==> config.mk <==
export PLATFORM = sky130hd
export DESIGN_NAME = ty_stream_run_ctrl
export DESIGN_NICKNAME = d
export VERILOG_FILES = /design/src/rtl/ty_ctrl_pkg.sv /design/src/rtl/ty_beat_counter.sv /design/src/rtl/ty_stream_run_ctrl.sv
export SDC_FILE = /design/constraint.sdc
export NUM_CORES = 1
export LEC_CHECK = 0
export BUFFER_PORTS_ARGS = -buffer_cell sky130_fd_sc_hd__buf_2
export CORE_UTILIZATION = 55
export DETAILED_ROUTE_END_ITERATION = 8
export GPL_TIMING_DRIVEN = 0
export PLACE_DENSITY_LB_ADDON = 0.15
export SLEW_MARGIN = 15
export SYNTH_ARGS = -nofsm -noshare
export SYNTH_HDL_FRONTEND = slang
export SYNTH_SLANG_ARGS = --single-unit
==> constraint.sdc <==
create_clock -name aclk -period 7.61 [get_ports aclk]
set_clock_uncertainty 0.15 [all_clocks]
set_input_delay 1.522 -clock aclk [delete_from_list [all_inputs] [get_ports aclk]]
set_output_delay 1.522 -clock aclk [all_outputs]
set_load 0.005 [all_outputs]
==> src/rtl/ty_ctrl_pkg.sv <==
// Shared state encoding, default widths and length type for the TyBEC
// stream run controller and its beat counters.
package ty_ctrl_pkg;

   localparam int TY_LENW = 32;

   typedef enum logic [1:0] {
      IDLE  = 2'd0,
      RUN   = 2'd1,
      DRAIN = 2'd2,
      DONE  = 2'd3
   } run_state_t;

   typedef logic [TY_LENW-1:0] run_len_t;

endpackage

==> src/rtl/ty_beat_counter.sv <==
// Saturating beat counter; o_hit_next flags that the next increment lands
// exactly on the run limit, which drives tlast and the FSM exits.
module ty_beat_counter
   import ty_ctrl_pkg::*;
#(
   parameter int W = TY_LENW
) (
   input  logic         i_clk,
   input  logic         i_rst_n,
   input  logic         i_clr,
   input  logic         i_inc,
   input  logic [W-1:0] i_limit,
   output logic [W-1:0] o_count,
   output logic         o_hit_next
);

   logic [W-1:0] r_count;

   // Holds at the limit so a stray beat can never wrap the count.
   always_ff @(posedge i_clk or negedge i_rst_n) begin
      if (!i_rst_n) begin
         r_count <= '0;
      end else if (i_clr) begin
         r_count <= '0;
      end else if (i_inc && (r_count != i_limit)) begin
         r_count <= r_count + W'(1);
      end
   end

   assign o_count    = r_count;
   assign o_hit_next = (r_count == (i_limit - W'(1)));

endmodule

==> src/rtl/ty_stream_run_ctrl.sv <==
// Run controller between the shell's AXI-stream channels and the TyBEC
// kernel: joins input handshakes, counts beats, marks tlast, pulses done.
module ty_stream_run_ctrl
   import ty_ctrl_pkg::*;
#(
   parameter int C_NUM_CHANNELS = 2,
   parameter int LENW           = TY_LENW
) (
   input  logic                      aclk,
   input  logic                      areset_n,
   input  logic                      start,
   input  logic [LENW-1:0]           len,
   output logic                      busy,
   output logic                      done,
   output logic                      err_extra,
   output logic [LENW-1:0]           in_cnt,
   output logic [LENW-1:0]           out_cnt,
   input  logic [C_NUM_CHANNELS-1:0] s_tvalid,
   output logic [C_NUM_CHANNELS-1:0] s_tready,
   output logic                      k_ivalid,
   input  logic                      k_iready,
   input  logic                      k_ovalid,
   output logic                      k_oready,
   output logic                      m_tvalid,
   input  logic                      m_tready,
   output logic                      m_tlast
);

   run_state_t      r_state;
   logic [LENW-1:0] r_len_q;
   logic            r_done;
   logic            r_err_extra;

   logic            w_start_ok;
   logic            w_in_act;
   logic            w_out_act;
   logic            w_in_beat;
   logic            w_out_beat;
   logic            w_in_last;
   logic            w_out_last;
   logic [LENW-1:0] w_in_cnt;
   logic [LENW-1:0] w_out_cnt;

   assign w_start_ok = (r_state == IDLE) && start;
   assign w_in_act   = (r_state == RUN);
   assign w_out_act  = (r_state == RUN) || (r_state == DRAIN);

   // Handshakes pass straight through, gated only by the registered state.
   assign k_ivalid   = w_in_act && (&s_tvalid) && (w_in_cnt < r_len_q);
   assign w_in_beat  = k_ivalid && k_iready;
   assign s_tready   = {C_NUM_CHANNELS{w_in_beat}};

   assign m_tvalid   = w_out_act && k_ovalid;
   assign k_oready   = w_out_act && m_tready;
   assign m_tlast    = m_tvalid && w_out_last;
   assign w_out_beat = m_tvalid && m_tready;

   ty_beat_counter #(.W(LENW)) u_in_counter (
      .i_clk      (aclk),
      .i_rst_n    (areset_n),
      .i_clr      (w_start_ok),
      .i_inc      (w_in_beat),
      .i_limit    (r_len_q),
      .o_count    (w_in_cnt),
      .o_hit_next (w_in_last)
   );

   ty_beat_counter #(.W(LENW)) u_out_counter (
      .i_clk      (aclk),
      .i_rst_n    (areset_n),
      .i_clr      (w_start_ok),
      .i_inc      (w_out_beat),
      .i_limit    (r_len_q),
      .o_count    (w_out_cnt),
      .o_hit_next (w_out_last)
   );

   // The final output beat wins over the final input beat so a zero-latency
   // kernel goes straight from RUN to DONE.
   always_ff @(posedge aclk or negedge areset_n) begin
      if (!areset_n) begin
         r_state     <= IDLE;
         r_len_q     <= '0;
         r_done      <= 1'b0;
         r_err_extra <= 1'b0;
      end else begin
         r_done <= 1'b0;
         case (r_state)
            IDLE: begin
               if (start) begin
                  r_len_q     <= len;
                  r_err_extra <= 1'b0;
                  if (len == '0) begin
                     r_state <= DONE;
                     r_done  <= 1'b1;
                  end else begin
                     r_state <= RUN;
                  end
               end
            end
            RUN: begin
               if (w_out_beat && w_out_last) begin
                  r_state <= DONE;
                  r_done  <= 1'b1;
               end else if (w_in_beat && w_in_last) begin
                  r_state <= DRAIN;
               end
            end
            DRAIN: begin
               if (w_out_beat && w_out_last) begin
                  r_state <= DONE;
                  r_done  <= 1'b1;
               end
            end
            DONE: begin
               r_state <= IDLE;
            end
            default: begin
               r_state <= IDLE;
            end
         endcase
         if (((r_state == IDLE) || (r_state == DONE)) && k_ovalid) begin
            r_err_extra <= 1'b1;
         end
      end
   end

   assign busy      = (r_state != IDLE);
   assign done      = r_done;
   assign err_extra = r_err_extra;
   assign in_cnt    = w_in_cnt;
   assign out_cnt   = w_out_cnt;

endmodule

==> results.cfg, run 1 <==
[yosys]
syn-num-nets = 996
yosysSeqAreaShare_pct = 32.0
synth.avg_cell_area_um2 = 8.52
synth_top_area_share_pct = 32.0
yosys_most_used_dff = dfrtp_1
yosysWarnings = 0
ys_seq_elements = 100
synth.distinct_cells = 79
synth_top_area_cell = dfrtp_1
async_flop_share_pct = 100
synth_most_common_cell = dfrtp_1
synth_edf_count = 0
synthCells = 916
synth.area.top_cells = dfrtp_1 32%, xnor2_1 9.8%, ha_1 6.4%, xor2_1 5.0%, nand2_1 4.2%
netlist_area_um2 = 7810
synthTopCellsByCount = 100 x dfrtp_1, 88 x nand2_1, 87 x xnor2_1

[placement]
globalplace.congestion = 0.955
dpl.hpwl_um = 17900
dp_cells = 1209
portBuffers = 112

[routing]
route.detailed.drc = 0
drt_iter0_drc = 469
wl_per_cell_um = 18.5
num_vias = 7208
route.antenna.remaining_nets = 0
routed_via_density = 5.89
postRouteWirelength_um = 22600
first_pass_iters = 6

[finish]
fin_cells = 1224
drive_gt1_share_pct = 18.0
antenna_cells = 0
syn2layout_area_growth_pct = 14.1
layout.nets = 1120

[clock_network]
ctsHtreeMaxLevel = 3
path_clk_slew_ns = 0.06
worstSkewPairLatency_ns = 0.36
cts_hold_buffers = 0
clockBufferDepth = 2
post-cts-setup-buffers = 0
cts_tree = done
ctsResizeCount = 0
numCtsBuffers = 9
cts_root_buf = clkbuf_16
cts.sinks = 100

[worst_hold_path]
hold_path_class = reg2reg

[global_route]
groute.usage.overall_pct = 32.0
grt_max_degree = 63
antenna_found_initial = 0
grt_overflow = 0
grt_pass1_vias = 6669
grt_pass1_wl_um = 35500

[floorplan]
initial_core_util_pct = 56.3
dieWidth_um = 121
io_pins = 113
dieHeight_um = 121
die-area_um2 = 14700
coreArea_um2 = 13900
rows = 43

[sta]
timing.fmax_mhz = 193
setup_tns_ns = 0
rsz0062_at_grt = false
final_max_slew_viol_count = 0
worstMarginPinSlew_ns = 0.788
layout_min_cycle_time_ns = 5.18
finalSetupViolations = 0
hold_violations = 0
hold_ws_ns = 0.383
slew_headroom_pct = 47.0
period_share_pct = 68.1

[worst_setup_path]
critPathArrivalTime_ns = 3.51
slowest_delay_ns = 0.42
crit_required_ns = 5.94
rrSetupSlack_ns = 3.68
cp_common_cell = buf_2
crit_family = compound AO/OA/AOI/OAI gates
startpoint_type = primary input
cp-end-kind = output pin
cp_slowest_cell = nor4b_1
criticalPathCategory = in2out
crit_buf_inv = 2
worstPathCellList = buf_2 > and2_1 > nor4b_1 > o2111ai_1 > a2111oi_0 > o2111a_1 > and4b_1 > buf_2
worstPathMaxFanout = 3

[power_and_ir_drop]
p_leak_nw = 4.07
powerDensity_nw_per_um2 = 293
ir_worst_vdd_v = 0.000129

[status]
status = complete, no violations

[flow_run]
drv_cap = 0
power breakdown:
| part | leakage, nW | internal, mW | switching (mW) |
|---|---|---|---|
| combinational | 2.60 | 0.576 | 0.866 |
| clock | 0.133 | 0.237 | 0.206 |
| sequential | 1.33 | 0.632 | 0.0961 |
routing by layer:
metal | GRT usage, % | share of wire [%] | wire [um] | vias to the layer above
met4 | 12.7 | 2.7 | 601 | 0
met3 | 3.34 | 5.8 | 1320 | 31
li1 | - | - | - | 3461
met5 | 0 | 0 | 0 | -
met1 | 44.8 | 46 | 10300 | 3467
met2 | 50.6 | 46 | 10400 | 249
cell type report:
class,count,area (um2)
buffer,50,349
clock inverter,4,25.0
sequential,100,2500
inverter,55,206
tap,180,225
clock buffer,11,253
multi-input combinational,711,4750
timing repair buffer,113,594
fill,1268,4970
through the flow:
step | total power [mW] | utilization [%] | cell area (um2) | setup slack (ns)
floorplan | 1.77 | - | 7810 | 3.19
global placement | 2.13 | 61.9 | 8590 | 2.43
global route | 2.78 | 64.2 | 8910 | 2.28
detailed placement | 2.15 | 62.2 | 8630 | 2.50
finish | 2.61 | 64.2 | 8910 | 2.43
CTS | 2.60 | 64.2 | 8910 | 2.44
cell families (layout without fill, tap and decap cells):
logic type / after synthesis / after routing / synth area share (%)
xor+xnor: 132 / 132 / 14.8
simple gates: 373 / 373 / 26.3
flops: 100 / 100 / 32.0
fa+ha+maj: 40 / 40 / 6.41
mux: 9 / 9 / 1.19
buf+inv: 105 / 233 / 7.11
compound gates: 157 / 157 / 12.1
worst reg2reg max path, cell delays in order (launching register included):
cell      delay [ns]
dfrtp_1         0.50
inv_1           0.10
ha_1            0.29
and3_1          0.19
a221oi_1        0.30
o211ai_1        0.13
a221oi_1        0.45
and2_0          0.35
nand4_1         0.50
clkbuf_1        0.40
nor3_1          0.25
xnor2_1         0.15
nor2_1          0.05
sequential cells by signal, indices dropped and copies added, names as in the netlist:
register	flops
u_in_counter.o_count	32
r_state	2
u_out_counter.o_count	32
err_extra	1
done	1
r_len_q	32
path summary, 6_finish.rpt:
kind / start / endpoint / cells past startpoint
min in group asynchronous: areset_n / u_out_counter.o_count[11]$_DFFE_PN0P_ / 1
hold reg to reg: err_extra$_DFFE_PN0P_ / err_extra$_DFFE_PN0P_ / 2
hold / removal: err_extra$_DFFE_PN0P_ / err_extra$_DFFE_PN0P_ / 2
setup / recovery: k_ovalid / m_tlast / 8
max in group asynchronous: areset_n / u_in_counter.o_count[22]$_DFFE_PN0P_ / 2
setup reg to reg: r_len_q[18]$_DFFE_PN0P_ / u_in_counter.o_count[27]$_DFFE_PN0P_ / 12
placed cells by master, fill, tap and decap left out, types with 15 or more instances in the layout:
cell type  netlist  final
nand2_1         88     88
clkbuf_1        22     22
o21ai_0         65     65
nand4_1         27     27
a21oi_1         40     40
buf_2           10    121
nor4_1          21     21
and3_1          15     15
nand3_1         26     26
inv_1           55     55
xor2_1          45     45
xnor2_1         87     87
dfrtp_1        100    100
nor2_1          77     77
nor3_1          30     30
or3_1           24     24
ha_1            40     40
No activity file was read; power rests on OpenSTA's default activity.
==> inputs of run 2 (changes only) <==
--- a/config.mk
+++ b/config.mk
@@ -5,6 +5,7 @@
 export SDC_FILE = /design/constraint.sdc
 export NUM_CORES = 1
 export LEC_CHECK = 0
+export ABC_AREA = 1
 export BUFFER_PORTS_ARGS = -buffer_cell sky130_fd_sc_hd__buf_2
 export CORE_UTILIZATION = 55
 export DETAILED_ROUTE_END_ITERATION = 8
==> constraint.sdc (replaced) <==
create_clock -name aclk -period 4.7 [get_ports aclk]
set_clock_uncertainty 0.15 [all_clocks]
set_input_delay 0.94 -clock aclk [delete_from_list [all_inputs] [get_ports aclk]]
set_output_delay 0.94 -clock aclk [all_outputs]
set_load 0.005 [all_outputs]
==> results.cfg, run 2 <==
[yosys]
synth_most_common_cell = nand2_1
syn-num-nets = 1577
yosysSeqAreaShare_pct = 26.4
synth_edf_count = 0
yosys_most_used_dff = dfrtp_1
async_flop_share_pct = 100
synth.avg_cell_area_um2 = 6.33
synthTopCellsByCount = 423 x nand2_1, 189 x inv_1, 187 x nor2_1
synthCells = 1497
synth.area.top_cells = dfrtp_1 26%, nand2_1 17%, inv_1 7.5%, nor2_1 7.4%, xor2_1 5.6%
synth_top_area_share_pct = 26.4
yosysWarnings = 0
synth.distinct_cells = 43
netlist_area_um2 = 9480
ys_seq_elements = 100
synth_top_area_cell = dfrtp_1

[sta]
setup_tns_ns = 0
final_max_slew_viol_count = 0
worstMarginPinSlew_ns = 0.948
rsz0062_at_grt = false
layout_min_cycle_time_ns = 4.34
hold_violations = 0
finalSetupViolations = 0
slew_headroom_pct = 36.8
timing.fmax_mhz = 230
period_share_pct = 92.3

[clock_network]
cts_tree = done
numCtsBuffers = 9
cts_root_buf = clkbuf_16
path_clk_slew_ns = 0.08
ctsHtreeMaxLevel = 3
cts_hold_buffers = 0
ctsResizeCount = 0
post-cts-setup-buffers = 0
clockBufferDepth = 2
worstSkewPairLatency_ns = 0.37
cts.sinks = 100

[worst_setup_path]
worstPathMaxFanout = 5
cp-end-kind = output pin
critPathArrivalTime_ns = 3.25
crit_required_ns = 3.61
startpoint_type = flop
reg2reg_depth = 17
criticalPathCategory = reg2out

[floorplan]
die-area_um2 = 17800
dieHeight_um = 133
initial_core_util_pct = 56.8
rows = 47
dieWidth_um = 133
io_pins = 113
coreArea_um2 = 16700

[routing]
dr_wl_met2_um = 14700
routed_via_density = 5.83
num_vias = 10800
first_pass_iters = 8
drt_iter0_drc = 1120
wl_per_cell_um = 19.3
wl_met1_um = 15800
route.detailed.drc = 0
postRouteWirelength_um = 35600
routed.top_layer = met4
met3_wirelength_um = 4040
route.antenna.remaining_nets = 0

[status]
status = complete, no violations

[placement]
dpl.hpwl_um = 28600
portBuffers = 112
globalplace.congestion = 1.01

[finish]
layout.nets = 1701
multiInputGateArea_um2 = 6090
seqCellArea_um2 = 2500
final_util_pct = 63.8
syn2layout_area_growth_pct = 12.4
layout_commonest_cell = nand2_1
drive_gt1_share_pct = 10.6
final_cell_mix = 423 x nand2_1, 189 x inv_1, 187 x nor2_1, 117 x buf_2, 100 x dfrtp_1
fillerInstances = 1612

[global_route]
grt_pass1_wl_um = 54500
antenna_found_initial = 0
grt_max_degree = 57
grt_overflow = 0
grt_pass1_vias = 9767
groute.usage.overall_pct = 40.7

[power_and_ir_drop]
p_leak_nw = 5.25
powerDensity_nw_per_um2 = 512
ir_worst_vdd_v = 0.000303

[flow_run]
drv_cap = 0

[worst_hold_path]
hold_path_class = in2async
## run 2: area by class of cell
class	count	area share [%]
plain buffers	36	1.51
well taps	220	2.58
flip-flops and latches	100	23.5
inverters	193	6.80
multi-input cells	1168	57.2
clock buffers	9	2.11
diodes	1	0.0235
clock inverters	7	0.763
repair buffers	113	5.58
## run 2: cells by family after synthesis
family          share of synthesized area [%]
xor+xnor                                 9.04
buf+inv                                  9.34
fa+ha+maj                                5.28
compound gates                           8.93
flops                                    26.4
simple gates                             41.0
## run 2: final timing paths
check,end,slack [ns],start
worst max-delay path,m_tlast,0.36,r_len_q[0]$_DFFE_PN0P_
worst min-delay path,u_in_counter.o_count[6]$_DFFE_PN0P_,0.34,areset_n
worst max register to register,r_state[0]$_DFFE_PN0P_,1.35,r_len_q[0]$_DFFE_PN0P_
worst min register to register,err_extra$_DFFE_PN0P_,0.37,err_extra$_DFFE_PN0P_
max in group asynchronous,u_out_counter.o_count[30]$_DFFE_PN0P_,3.39,areset_n
min in group aclk,err_extra$_DFFE_PN0P_,0.37,err_extra$_DFFE_PN0P_
## run 2: metal layers
metal / track usage, % / vias up
met5: 0 / -
li1: - / 5102
met4: 15.1 / 0
met3: 9.78 / 86
met1: 58.6 / 4919
met2: 58.5 / 652
## run 2: critical path, stage by stage (launching register included)
cell     delay [ns]
dfrtp_1        0.46
inv_1          0.19
ha_1           0.25
nand2_1        0.14
nor2_2         0.25
nand3_1        0.30
inv_1          0.27
nand2_1        0.11
nand2_1        0.07
nand4_1        0.08
nor2_1         0.11
nand3_1        0.08
nor2_1         0.24
and2_1         0.21
buf_2          0.12
## run 2: through the flow
| step | std cells | instance area, um2 | setup slack [ns] | power [mW] | hold slack, ns |
|---|---|---|---|---|---|
| floorplan | 1497 | 9480 | 1.70 | 3.56 | 0.339 |
| global placement | 1829 | 10300 | 0.898 | 4.46 | 0.333 |
| detailed placement | 1830 | 10400 | 0.868 | 4.53 | 0.349 |
| CTS | 1846 | 10700 | 0.458 | 5.36 | 0.357 |
| global route | 1846 | 10700 | 0.279 | 5.89 | 0.365 |
| finish | 1847 | 10700 | 0.361 | 5.46 | 0.343 |
## run 2: power breakdown
group / total (mW) / switching, mW / internal, mW
Combinational: 3.21 / 2.19 / 1.01
Sequential: 1.44 / 0.383 / 1.06
Clock: 0.814 / 0.391 / 0.422
Total: 5.46 / 2.97 / 2.50
